===== src/rtl/muldiv_pkg.sv =====
// muldiv_pkg: shared state, op and ALU function encodings for the multiply/divide sequencer
package muldiv_pkg;
  typedef enum logic [1:0] {IDLE, RUN, DONE} state_t;
  localparam logic OP_MULTU = 1'b0;
  localparam logic OP_DIVU = 1'b1;
  localparam logic [4:0] ALUFN_ADD = 5'b00001;
  localparam logic [4:0] ALUFN_SUB = 5'b10001;
endpackage


===== src/rtl/muldiv_seq_alu.sv =====
// ALU: datapath ALU; fn[1:0]=01 add/sub (fn[4] subtracts), 10 boolean (fn[3:2] selects), 00 passes B
module ALU #(
  parameter int N = 32
) (
  input  logic [N-1:0] A,
  input  logic [N-1:0] B,
  input  logic [4:0]   ALUfn,
  output logic [N-1:0] R,
  output logic         FlagZ
);
  logic [N-1:0] arith, bool_r;
  always_comb begin
    arith = A + (ALUfn[4] ? ~B : B) + {{(N-1){1'b0}}, ALUfn[4]};
    bool_r = ALUfn[3] ? (ALUfn[2] ? ~(A | B) : A ^ B) : (ALUfn[2] ? A | B : A & B);
    R = ALUfn[1:0] == 2'b01 ? arith : ALUfn[1:0] == 2'b10 ? bool_r : B;
    FlagZ = R == '0;
  end
endmodule


===== src/rtl/muldiv_seq.sv =====
// muldiv_seq: iterative unsigned MULTU (shift-add) / DIVU (restoring) sequencer producing HI/LO
module muldiv_seq
  import muldiv_pkg::*;
#(
  parameter int N = 32
) (
  input  logic         clk,
  input  logic         reset,
  input  logic         start,
  input  logic         op,
  input  logic [N-1:0] a,
  input  logic [N-1:0] b,
  output logic         busy,
  output logic         done,
  output logic [N-1:0] hi,
  output logic [N-1:0] lo
);
  localparam int CW = $clog2(N) + 1;
  state_t state_q, state_d;
  logic [CW-1:0] cnt_q, cnt_d;
  logic op_q, op_d;
  logic [N-1:0] m_q, m_d, acc_hi_q, acc_hi_d, acc_lo_q, acc_lo_d, hi_q, hi_d, lo_q, lo_d;
  logic [N:0] s, alu_a, alu_b, alu_r, sum;
  logic [4:0] alu_fn;
  logic alu_z;
  logic [N-1:0] it_hi, it_lo;
  // m_q holds whichever operand the ALU consumes: multiplicand for MULTU, divisor for DIVU
  assign s = {acc_hi_q, acc_lo_q[N-1]};
  assign alu_a = op_q ? s : {1'b0, acc_hi_q};
  assign alu_b = {1'b0, m_q};
  assign alu_fn = op_q ? ALUFN_SUB : ALUFN_ADD;
  ALU #(.N(N + 1)) u_alu (
    .A(alu_a),
    .B(alu_b),
    .ALUfn(alu_fn),
    .R(alu_r),
    .FlagZ(alu_z)
  );
  assign sum = acc_lo_q[0] ? alu_r : {1'b0, acc_hi_q};
  assign it_hi = op_q ? (alu_r[N] ? s[N-1:0] : alu_r[N-1:0]) : sum[N:1];
  assign it_lo = op_q ? {acc_lo_q[N-2:0], ~alu_r[N]} : {sum[0], acc_lo_q[N-1:1]};
  always_comb begin
    state_d = state_q;
    cnt_d = cnt_q;
    op_d = op_q;
    m_d = m_q;
    acc_hi_d = acc_hi_q;
    acc_lo_d = acc_lo_q;
    hi_d = hi_q;
    lo_d = lo_q;
    if (state_q == IDLE && start) begin
      op_d = op;
      m_d = op == OP_DIVU ? b : a;
      acc_hi_d = '0;
      acc_lo_d = op == OP_DIVU ? a : b;
      cnt_d = CW'(N);
      state_d = (op == OP_DIVU && b == '0) ? DONE : RUN;
      hi_d = (op == OP_DIVU && b == '0) ? a : hi_q;
      lo_d = (op == OP_DIVU && b == '0) ? '1 : lo_q;
    end else if (state_q == RUN) begin
      acc_hi_d = it_hi;
      acc_lo_d = it_lo;
      cnt_d = cnt_q - 1'b1;
      state_d = cnt_q == CW'(1) ? DONE : RUN;
      hi_d = cnt_q == CW'(1) ? it_hi : hi_q;
      lo_d = cnt_q == CW'(1) ? it_lo : lo_q;
    end else if (state_q == DONE) begin
      state_d = IDLE;
    end
  end
  always_ff @(posedge clk or posedge reset) begin
    if (reset) begin
      state_q <= IDLE;
      cnt_q <= '0;
      op_q <= 1'b0;
      m_q <= '0;
      acc_hi_q <= '0;
      acc_lo_q <= '0;
      hi_q <= '0;
      lo_q <= '0;
    end else begin
      state_q <= state_d;
      cnt_q <= cnt_d;
      op_q <= op_d;
      m_q <= m_d;
      acc_hi_q <= acc_hi_d;
      acc_lo_q <= acc_lo_d;
      hi_q <= hi_d;
      lo_q <= lo_d;
    end
  end
  assign busy = state_q != IDLE;
  assign done = state_q == DONE;
  assign hi = hi_q;
  assign lo = lo_q;
endmodule


===== config.mk =====
export PLATFORM = sky130hd
export DESIGN_NAME = muldiv_seq
export DESIGN_NICKNAME = d
export VERILOG_FILES = /design/src/rtl/muldiv_pkg.sv /design/src/rtl/muldiv_seq_alu.sv /design/src/rtl/muldiv_seq.sv
export SDC_FILE = /design/constraint.sdc
export NUM_CORES = 1
export LEC_CHECK = 0
export ABC_CLOCK_PERIOD_IN_PS = 12600
export CAP_MARGIN = 10
export CORE_AREA = 3 3 146 205
export DETAILED_ROUTE_END_ITERATION = 10
export DIE_AREA = 0 0 149 208
export PLACE_DENSITY = 0.59
export SLEW_MARGIN = 20
export SYNTH_ARGS = -nofsm -noshare
export SYNTH_HDL_FRONTEND = slang
export SYNTH_SLANG_ARGS = --single-unit

===== constraint.sdc =====
create_clock -name clk -period 12.6 [get_ports clk]
set_clock_uncertainty 0.15 [all_clocks]
set_input_delay 3.78 -clock clk [delete_from_list [all_inputs] [get_ports clk]]
set_output_delay 3.78 -clock clk [all_outputs]
set_load 0.1 [all_outputs]

### Word-level counts from Yosys, hierarchy flattened

Index checks and enable logic that the tools add are counted.

| storage, ports and cells | value |
|---|---|
| register bits | 169 |
| input bits | 68 |
| output and inout bits | 66 |
| word-level logic and storage cells | 65 |

| operators by class | value |
|---|---|
| $add $sub $neg | 3 |
| equal/unequal tests | 6 |
| multiplexer cells | 33 |
| bitwise gates (word level) | 6 |
| reduce and logical (&&, ||, !) cells | 9 |

Operators with widths:

| cell | count |
|---|---|
| $mux 32 | 17 |
| $mux 33 | 8 |
| $add 33x1->33 | 1 |
| $add 33x33->33 | 1 |
| $and 33x32->33 | 1 |
| $not 32->33 | 1 |
| $not 33->33 | 1 |
| $or 33x32->33 | 1 |
| $xor 33x32->33 | 1 |
| $logic_not 32->1 | 1 |
| $mux 6 | 2 |
| $mux 2 | 5 |
| $eq 6x1->1 const B | 1 |
| $reduce_bool 2->1 | 3 |
| $sub 6x1->6 const B | 1 |
| $mux 5 | 1 |
| $eq 2x1->1 const B | 2 |
| $eq 2x2->1 const B | 2 |
| $reduce_and 3->1 | 1 |
| $reduce_bool 3->1 | 1 |
| $logic_and 1x1->1 | 2 |
| $logic_not 2->1 | 1 |
| $ne 2x1->1 const B | 1 |
| $not 1->1 | 1 |

### Longest topological paths before layout

Gate-level depths: netlist (run 1).

| logic depth | value |
|---|---|
| word-level depth | 12 |
| mapped depth | 19 |
| gate-level depth less buffers | 13 |

### By module

A second synthesis (run 1) with hierarchy kept.

| unflattened totals | value |
|---|---|
| cell total of the unflattened synthesis | 1,619 |
| area, all modules | 14,381.3 µm² |

By module, submodules not included:

| module | instances | cells each | area an instance (µm²) | sequential area each (µm²) |
|---|---|---|---|---|
| muldiv_seq | 1 | 915 | 9,470.3 | 4,229.1 |
| ALU | 1 | 704 | 4,911.0 | 0.0 |

### Least setup slack after synthesis (run 1)

OpenSTA, ideal clock, no wires.

| timing | value |
|---|---|
| kind | in2reg |
| from | in b[24] |
| to | reg hi_q[2] (netlist: hi[2]) |
| library setup time | 0.082 ns |
| arrival time | 5.557 ns |
| data required time | 12.368 ns |
| path slack | 6.811 ns |
| cell stages on the path | 9 |
| path buffers | 2 |
| cells stage by stage | or4_1 > nor4_1 > and4_1 > nand2_1 > nand2_1 > clkbuf_1 > clkbuf_1 > o21ai_0 > a31oi_1 |

| on the way | value |
|---|---|
| longest elaborated chain between the ends | 4 |

Ends and longest elaborated chain:

| element | RTL line | text |
|---|---|---|
| start: declaration | muldiv_seq.sv:12 | `input logic [N-1:0] b,` |
| $logic_not 32->1 | muldiv_seq.sv:58 | `hi_d = (op == OP_DIVU && b == '0) ? a : hi_q;` |
| $logic_and 1x1->1 | muldiv_seq.sv:58 |  |
| $ne 2x1->1 (no source line) | n/a |  |
| $reduce_and 3->1 (no source line) | n/a |  |
| end signal: assignment | muldiv_seq.sv:88 | `hi_q <= hi_d;` |
| end: declaration | muldiv_seq.sv:22 | `logic [N-1:0] m_q, m_d, acc_hi_q, acc_hi_d, acc_lo_q, acc_lo_d, hi_q, hi_d, lo_q, lo_d;` |

No other way between the ends.
A chain may end at the register's enable or synchronous reset.

### Worst setup path after layout (run 1)

| timing | value |
|---|---|
| from | in b[3] |
| to | reg hi_q[31] (netlist: hi[31]) |

Same word-level chain as after synthesis.

==> results.json, run 1 <==
{
  "async_reset_ff_share_pct": 100,
  "timing.rr.start": "op_q$_DFFE_PP0P_",
  "htree_levels": 4,
  "crit_required_ns": 12.82,
  "hold_viol": 0,
  "end_kind": "register",
  "cts_buffer_depth": 2,
  "syn_nets": 1389,
  "finalMaxSlewViolations": 0,
  "fp.dieW_um": 149,
  "holdBufCountCts": 0,
  "grt_antenna_before_repair": 0,
  "fmax_mhz": 149,
  "rsz0062_at_grt": "false",
  "ios": 134,
  "power.density_nw_per_um2": 86.4,
  "die_h_um": 208,
  "grtUsageMet1_pct": 32.5,
  "drtIter0Drc": 559,
  "min_to": "m_q[13]$_DFFE_PP0P_",
  "routabilityCongestion": 0.894,
  "period_share_pct": 53.2,
  "relSlewSlack_pct": 28.0,
  "grt.overflow.total": 0,
  "cts_repair_resize_count": 0,
  "synth.top_cell.area_share_pct": 36.8,
  "setup_slack_ns": 5.90,
  "ys.warnings.count": 0,
  "seqPwrFrac_pct": 46.0,
  "nFillCells": 2761,
  "synth_cell_types": 81,
  "drive_gt1_share_pct": 8.11,
  "hold_depth": 2,
  "start_util_pct": 40.6,
  "reg2regPathDepth": 13,
  "clk_pin_slew_ns": 0.07,
  "io_buffers": 133,
  "fin_crit_ns": 6.70,
  "synthTopCellsByArea": "dfrtp_1, mux2i_1, o21ai_0",
  "grt_pass1_vias": 10079,
  "maxCapViolations": 0,
  "stdcell_count": 1743,
  "ys_seq_area_share_pct": 36.8,
  "cts.sink_count": 169,
  "yosys.area.top_type": "dfrtp_1",
  "critical_path_class": "primary input to register",
  "yosysMostFrequentCell": "dfrtp_1",
  "dpl.hpwl_um": 25500,
  "vias": 10074,
  "r2r_setup_slack_ns": 7.01,
  "drt-total-wl_um": 35600,
  "ir_drop_v": 0.0000916,
  "clockRootBuffer": "clkbuf_16",
  "p_sw_w": 0.000274,
  "route.antenna.remaining_nets": 0,
  "seq_area_um2": 4230,
  "first_pass_iters": 4,
  "dominantRegCellSynth": "dfrtp_1",
  "p_leak_nw": 5.86,
  "cts_tree": "yes",
  "clkLatencyLatePin_ns": 0.45,
  "setup_viol": 0,
  "avgSynthCellArea_um2": 8.92,
  "numCtsBuffers": 17,
  "grtUsageTotal_pct": 23.1,
  "r2r_end": "hi[5]$_DFFE_PP0P_",
  "cell_internal_pwr_w": 0.000905,
  "synth_seq_cells": 169,
  "remaining_drc_errors": 0,
  "p_sw_share_pct": 23.2,
  "grt_use_met3_pct": 3.07,
  "syn-instance-count": 1287,
  "syn-cell-area_um2": 11500,
  "place_inst": 1711,
  "min_path_type": "register to register",
  "area_growth_pct": 18.8,
  "grt_busiest_layer": "met2",
  "p_clk_share_pct": 48.6,
  "synth_commonest_cells": "dfrtp_1, nand2_1, o21ai_0, mux2i_1, a21oi_1",
  "hold_path.startpoint": "m_q[13]$_DFFE_PP0P_",
  "worst_pin_slew_ns": 1.08,
  "multiInputGateArea_um2": 6820,
  "combPwrFrac_pct": 5.4,
  "synth_edf_count": 0,
  "fp-row-count": 73,
  "grt_max_degree": 115,
  "routed_via_density": 5.78,
  "wl_per_cell_um": 20.4,
  "worstPathMaxFanout": 35,
  "nNetsFinal": 1457,
  "antenna_cells": 0,
  "tns_ns": 0,
  "post_cts_buffers": 0,
  "critPathLaunchType": "primary input",
  "fp.coreArea_um2": 28300,
  "place_ws_ns": 5.32,
  "dieArea_um2": 31000,
  "outcome": "complete, no violations",
  "met2_usage_pct": 37.3,
  "grt_pass1_wl_um": 57200,
  "arrival_ns": 6.92
}
==> kinds of logic (layout without fill, tap and decap cells) <==
family	Yosys count	in the layout	share of synthesized area, %
fa+ha+maj	34	34	3.77
flops	169	169	36.8
buf+inv	114	195	4.19
compound gates	408	408	22.7
simple gates	350	350	14.2
xor+xnor	61	61	4.72
mux	151	151	13.6
==> per-layer routing <==
| metal | share of wire (%) | up-vias |
|---|---|---|
| li1 | - | 4854 |
| met1 | 46 | 4961 |
| met2 | 49 | 225 |
| met3 | 3.7 | 34 |
| met4 | 1.8 | 0 |
| met5 | 0 | - |
==> metrics by stage <==
step                utilization, %  hold WS, ns  cell area [µm²]  total power (W)
floorplan                        -        0.319            11500         0.000578
finish                        48.2        0.352            13600          0.00118
detailed placement            46.0        0.333            13000         0.000617
global route                  48.2        0.370            13600          0.00121
CTS                           48.2        0.352            13600          0.00119
global placement              46.0        0.331            13000         0.000617
==> cells in the final DEF (no fill, tap or decap), types with 8 or more instances in the layout <==
cell type and n:
a211o_1 12, a211oi_1 25, a21o_1 10, a21oi_1 102, a31o_2 10, a31oi_1 10, and2_1 8, and3_1 19
buf_4 15, clkbuf_16 17, clkdlybuf4s50_1 132, dfrtp_1 168, ha_1 33, inv_1 14, mux2_2 32, mux2i_1 118
nand2_1 135, nand3_1 45, nand4_1 10, nor2_1 69, nor2b_1 14, nor3_1 8, o211ai_1 39, o21ai_0 121
or3_1 8, xnor2_1 21, xor2_1 39
==> power by group through the flow <==
| stage | Sequential (W) | Clock, W | Combinational (W) |
|---|---|---|---|
| after floorplan | 0.000553 | 0 | 0.0000250 |
| after global placement | 0.000553 | 0 | 0.0000642 |
| after detailed placement | 0.000553 | 0 | 0.0000642 |
| after CTS | 0.000542 | 0.000583 | 0.0000644 |
| after global routing | 0.000542 | 0.000600 | 0.0000693 |
| final | 0.000542 | 0.000573 | 0.0000638 |
==> sequential cells by signal, indices dropped and copies added (netlist names) <==
name,count
acc_hi_q,32
m_q,32
op_q,1
acc_lo_q,32
state_q,2
lo,32
cnt_q,6
hi,32
==> how the worst max path moves through the flow <==
stage                     start                       to  depth (start not counted)
after global routing       b[3]       hi[31]$_DFFE_PP0P_                         10
after floorplan           reset  acc_hi_q[0]$_DFFE_PP0P_                          1
after global placement     b[3]       hi[31]$_DFFE_PP0P_                         10
after CTS                  b[3]       hi[31]$_DFFE_PP0P_                         10
final                      b[3]       hi[31]$_DFFE_PP0P_                         10
after detailed placement   b[3]       hi[31]$_DFFE_PP0P_                         10
==> final cells by class <==
type | instances | area share [%]
Sequential cell | 169 | 31.0
Clock inverter | 14 | 1.44
Clock buffer | 18 | 3.15
Multi-Input combinational cell | 1004 | 49.9
Timing Repair Buffer | 147 | 10.5
Inverter | 16 | 0.495
Tap cell | 375 | 3.44
==> worst max-delay path, cell delays in order <==
cell,delay (ns)
clkdlybuf4s50_1,0.45
nor4_1,0.60
nand4_1,0.16
nor4_1,0.27
and4_1,0.29
nand2_1,0.08
nand2_2,0.59
buf_4,0.47
o21ai_0,0.13
a21oi_1,0.12
(Power assumes the default switching activity.)
==> run 2, diff against run 1 <==
--- a/config.mk
+++ b/config.mk
@@ -5,7 +5,7 @@
 export SDC_FILE = /design/constraint.sdc
 export NUM_CORES = 1
 export LEC_CHECK = 0
-export ABC_CLOCK_PERIOD_IN_PS = 12600
+export ABC_CLOCK_PERIOD_IN_PS = 6750
 export CAP_MARGIN = 10
 export CORE_AREA = 3 3 146 205
 export DETAILED_ROUTE_END_ITERATION = 10
==> constraint.sdc (replaced) <==
create_clock -name clk -period 6.75 [get_ports clk]
set_clock_uncertainty 0.15 [all_clocks]
set_input_delay 2.025 -clock clk [delete_from_list [all_inputs] [get_ports clk]]
set_output_delay 2.025 -clock clk [all_outputs]
set_load 0.1 [all_outputs]
==> run 2 against run 1 <==
Critical path type is now register to register; register-to-register slack got worse by 5.6 ns; first-iteration DRC count rose by 28%; critical endpoint is now hi[14]$_DFFE_PP0P_; wire length rose by 0.72%; critical path depth rose by 3; largest power group unchanged.
==> results.json, run 2 (same netlist as run 1, synthesis figures left out) <==
{
  "outcome": "complete, no violations",
  "dpl.hpwl_um": 25700,
  "r2r_setup_slack_ns": 1.38,
  "relSlewSlack_pct": 27.8,
  "cp_num_buf_inv": 2,
  "worst_pin_slew_ns": 1.08,
  "cts.sink_count": 169,
  "vias": 10195,
  "finalMaxSlewViolations": 0,
  "drtIter0Drc": 716,
  "routabilityCongestion": 0.913,
  "hold_depth": 2,
  "fp.dieW_um": 149,
  "end_kind": "register",
  "post_cts_buffers": 0,
  "antenna_cells": 0,
  "timing.rr.start": "op_q$_DFFE_PP0P_",
  "layout_commonest_cell": "dfrtp_1",
  "reg2regPathDepth": 13,
  "place_inst": 1713,
  "finalPower_w": 0.00217,
  "cpPeakStageDelay_ns": 1.03,
  "stdcell_count": 1745,
  "wl_per_cell_um": 20.6,
  "power.density_nw_per_um2": 159,
  "fmax_mhz": 186,
  "htree_levels": 4,
  "route.antenna.remaining_nets": 0,
  "min_path_type": "register to register",
  "mostFrequentLayoutCells": "dfrtp_1, nand2_1, clkdlybuf4s50_1",
  "grt_pass1_wl_um": 56900,
  "path_delay_family": "compound AO/OA/AOI/OAI gates",
  "fin_crit_ns": 5.37,
  "arrival_ns": 5.54,
  "area_growth_pct": 19.0,
  "final_area_um2": 13700,
  "p_leak_nw": 5.87,
  "cts_repair_resize_count": 0,
  "nNetsFinal": 1459,
  "clockRootBuffer": "clkbuf_16",
  "io_buffers": 133,
  "hold_viol": 0,
  "routed_via_density": 5.84,
  "first_pass_iters": 5,
  "grtUsageTotal_pct": 23.1,
  "start_util_pct": 40.6,
  "drt-total-wl_um": 35900,
  "dpl_cell_area_um2": 13100,
  "cts_buffer_depth": 2,
  "clk_pin_slew_ns": 0.07,
  "fp.coreArea_um2": 28300,
  "remaining_drc_errors": 0,
  "ios": 134,
  "fp-row-count": 73,
  "grt_antenna_before_repair": 0,
  "holdBufCountCts": 0,
  "critPathLaunchType": "register",
  "ir_drop_v": 0.000158,
  "grt.overflow.total": 0,
  "die_h_um": 208,
  "min_to": "hi[7]$_DFFE_PP0P_",
  "rsz0062_at_grt": "false",
  "grt_max_degree": 137,
  "grt_pass1_vias": 9962,
  "worstPathMaxFanout": 81,
  "hold_path.startpoint": "hi[7]$_DFFE_PP0P_",
  "clkLatencyLatePin_ns": 0.44,
  "numCtsBuffers": 17,
  "setup_viol": 0,
  "critical_path_class": "register to register",
  "r2r_end": "hi[14]$_DFFE_PP0P_",
  "maxCapViolations": 0,
  "cts_tree": "yes",
  "tns_ns": 0,
  "setup_slack_ns": 1.38,
  "crit_chain": "buf_4 > mux2_2 > ha_1 > o211ai_1 > o211ai_1 > nand3b_1 > o211ai_2 > a211oi_4 > xnor2_4 > buf_4 > mux2i_1 > a22oi_1 > a221o_1",
  "drive_gt1_share_pct": 8.32,
  "place_ws_ns": 1.25,
  "nFillCells": 2772,
  "critPathSlowestCell": "dfrtp_4",
  "crit_required_ns": 6.92,
  "period_share_pct": 79.6,
  "dieArea_um2": 31000
}
## run 2: cell types whose count changed in the layout (fill, tap and decap cells not counted)
cell / change
buf_12: +2
bufinv_16: -2
clkbuf_1: -1
clkbuf_8: +4
clkinv_2: -2
clkinvlp_4: +2
inv_8: -1
## run 2: metrics by stage
stage / util (%) / hold WS, ns
global placement: 46.1 / 0.331
finish: 48.3 / 0.348
detailed placement: 46.1 / 0.333
floorplan: - / 0.319
CTS: 48.3 / 0.351
global route: 48.3 / 0.375
## run 2: layout make-up
class | count | area (µm²) | area share (%)
tap | 375 | 469 | 3.43
clock inverter | 11 | 134 | 0.979
inverter | 16 | 63.8 | 0.467
sequential | 169 | 4230 | 31.0
timing repair buffer | 149 | 1470 | 10.8
multi-input combinational | 1004 | 6820 | 49.9
clock buffer | 21 | 480 | 3.51
## run 2: routing by layer
layer  part of all wire, %  track usage (%)  vias to the layer above
met5                     0                0                        -
met4                   1.8             6.00                        0
met3                   3.5             2.92                       35
met2                    48             37.3                      228
met1                    46             32.9                     5064
li1                      -                -                     4868
## run 2: how the worst max path moves through the flow
stage,startpoint,to,slack (ns),cells after the start
2_1_floorplan,op_q$_DFFE_PP0P_,acc_hi_q[3]$_DFFE_PP0P_,2.40,17
3_3_place_gp,b[3],lo[22]$_DFFE_PP0P_,1.40,10
3_5_place_dp,b[3],hi[12]$_DFFE_PP0P_,1.25,10
4_1_cts,op_q$_DFFE_PP0P_,hi[14]$_DFFE_PP0P_,1.40,13
5_1_grt,op_q$_DFFE_PP0P_,hi[15]$_DFFE_PP0P_,1.09,13
6_report,op_q$_DFFE_PP0P_,hi[14]$_DFFE_PP0P_,1.38,13
## run 2: tightest hold or removal path, stage by stage (launching register included)
cell and delay, ns:
dfrtp_1 0.34, nand2_1 0.05, nand3_1 0.07
## run 2: where the power goes
group          total [W]  leakage, nW  switching, W  internal [W]
clock network    0.00104        0.294      0.000452      0.000591
logic           0.000119         3.58     0.0000643     0.0000545
registers        0.00101         1.99             0       0.00101
total            0.00217         5.87      0.000517       0.00166
==> run 3, diff against run 2 <==
--- a/config.mk
+++ b/config.mk
@@ -5,12 +5,12 @@
 export SDC_FILE = /design/constraint.sdc
 export NUM_CORES = 1
 export LEC_CHECK = 0
-export ABC_CLOCK_PERIOD_IN_PS = 6750
+export ABC_CLOCK_PERIOD_IN_PS = 4590
 export CAP_MARGIN = 10
 export CORE_AREA = 3 3 146 205
 export DETAILED_ROUTE_END_ITERATION = 10
 export DIE_AREA = 0 0 149 208
-export PLACE_DENSITY = 0.59
+export PLACE_DENSITY = 0.61
 export SLEW_MARGIN = 20
 export SYNTH_ARGS = -nofsm -noshare
 export SYNTH_HDL_FRONTEND = slang
==> constraint.sdc (replaced) <==
create_clock -name clk -period 4.59 [get_ports clk]
set_clock_uncertainty 0.15 [all_clocks]
set_input_delay 1.377 -clock clk [delete_from_list [all_inputs] [get_ports clk]]
set_output_delay 1.377 -clock clk [all_outputs]
set_load 0.1 [all_outputs]
==> run 3 against run 2 <==
Sequential share of layout area fell by 0.89 points; combinational power rose by 50%; sequential power rose by 48%; flip-flop and latch count did not move; setup slack got worse by 1.1 ns; first-iteration DRC count fell by 3.5%; total power rose by 47%; largest cell class unchanged; highest routed layer unchanged.
==> results.json, run 3 (same netlist as run 1, synthesis figures left out) <==
{
  "outcome": "complete, no violations",
  "period_share_pct": 93.1,
  "final_area_um2": 14100,
  "min_path_type": "register to register",
  "dieArea_um2": 31000,
  "clk_pin_slew_ns": 0.06,
  "antenna_cells": 0,
  "tns_ns": 0,
  "end_kind": "register",
  "cts_buffer_depth": 2,
  "wl_met3_um": 1370,
  "fp.dieW_um": 149,
  "fp-row-count": 73,
  "fmax_mhz": 234,
  "worst_pin_slew_ns": 1.10,
  "critPathLaunchType": "register",
  "nFillCells": 2735,
  "grtUsageTotal_pct": 23.7,
  "ir_drop_v": 0.000262,
  "nNetsFinal": 1504,
  "grt.overflow.total": 0,
  "mostFrequentLayoutCells": "dfrtp_1, nand2_1, clkdlybuf4s50_1",
  "routed_via_density": 5.74,
  "hold_viol": 0,
  "vias": 10275,
  "drt-met1-wl_um": 16700,
  "die_h_um": 208,
  "route.antenna.remaining_nets": 0,
  "worstPathMaxFanout": 24,
  "dpl_cell_area_um2": 13500,
  "start_util_pct": 40.6,
  "htree_levels": 4,
  "grt_pass1_vias": 10460,
  "r2r_setup_slack_ns": 0.32,
  "drtIter0Drc": 691,
  "dpl.hpwl_um": 26900,
  "arrival_ns": 4.49,
  "layout_commonest_cell": "dfrtp_1",
  "highest_layer": "met4",
  "numCtsBuffers": 17,
  "remaining_drc_errors": 0,
  "power.density_nw_per_um2": 227,
  "met2WireLength_um": 17500,
  "cts.sink_count": 169,
  "fp.coreArea_um2": 28300,
  "fin_crit_ns": 4.27,
  "first_pass_iters": 5,
  "wl_per_cell_um": 20.3,
  "rsz0062_at_grt": "false",
  "utilization_pct": 49.7,
  "holdBufCountCts": 0,
  "ios": 134,
  "drive_gt1_share_pct": 11.2,
  "whs_ns": 0.354,
  "critical_path_class": "register to register",
  "maxCapViolations": 0,
  "grt_pass1_wl_um": 58900,
  "finalMaxSlewViolations": 0,
  "relSlewSlack_pct": 26.5,
  "cts_repair_resize_count": 0,
  "drt-total-wl_um": 36400,
  "p_leak_nw": 6.12,
  "crit_required_ns": 4.81,
  "cts_tree": "yes",
  "grt_max_degree": 75,
  "clockRootBuffer": "clkbuf_16",
  "routabilityCongestion": 0.876,
  "setup_viol": 0,
  "clkLatencyLatePin_ns": 0.44,
  "grt_antenna_before_repair": 0,
  "io_buffers": 133,
  "area_growth_pct": 22.6,
  "post_cts_buffers": 0
}
==> run 3: changes by cell type in the layout (fill, tap and decap cells not counted) <==
cell / change
buf_12: +6
clkbuf_1: +2
inv_8: -1
clkbuf_8: -1
clkinv_2: +2
clkinvlp_4: -1
clkinv_4: -2
buf_4: +41
clkdlybuf4s50_1: -2
bufinv_16: +1
==> run 3: layer usage <==
layer  track usage [%]  up-vias
li1                  -     4952
met5                 0        -
met1              33.3     5042
met4              6.60        0
met3              3.20       46
met2              38.2      235
==> run 3: path summary, 6_finish.rpt <==
| path | startpoint | end | depth (start not counted) |
|---|---|---|---|
| setup / recovery | op_q$_DFFE_PP0P_ | hi[25]$_DFFE_PP0P_ | 12 |
| hold / removal | hi[6]$_DFFE_PP0P_ | hi[6]$_DFFE_PP0P_ | 2 |
| setup reg to reg | op_q$_DFFE_PP0P_ | hi[25]$_DFFE_PP0P_ | 12 |
| hold reg to reg | hi[6]$_DFFE_PP0P_ | hi[6]$_DFFE_PP0P_ | 2 |
| max in group asynchronous | reset | m_q[27]$_DFFE_PP0P_ | 3 |
| min in group asynchronous | reset | acc_lo_q[4]$_DFFE_PP0P_ | 2 |
==> run 3: through the flow <==
step                setup slack, ns  total power [W]  std cells
floorplan                     0.244          0.00159       1287
global placement             0.0738          0.00170       1758
detailed placement           0.0918          0.00170       1758
CTS                           0.334          0.00323       1790
global route                0.00627          0.00329       1790
finish                        0.319          0.00319       1790
==> run 3: layout make-up <==
class                      instances  area, µm²  area share, %
tap                              375        469           3.33
multi-input combinational       1004       6820           48.4
inverter                          16       63.8          0.453
clock inverter                    10        138          0.978
timing repair buffer             194       1880           13.4
sequential                       169       4230           30.1
clock buffer                      22        474           3.37
==> run 3: worst max-delay path: stages (launching register included) <==
cell and delay, ns:
dfrtp_4 0.58, buf_4 0.39, buf_4 0.37, xor2_1 0.13, ha_1 0.40, nand2_1 0.11
nor4_2 0.36, a211oi_4 0.15, xnor2_4 0.62, buf_12 0.22, mux2_2 0.39, o21ai_0 0.18
o22a_1 0.14
==> run 3: where the power goes <==
part | total [W] | internal, W | switching [W]
combinational | 0.000179 | 0.0000843 | 0.0000946
clock | 0.00153 | 0.000902 | 0.000625
sequential | 0.00149 | 0.00149 | 0
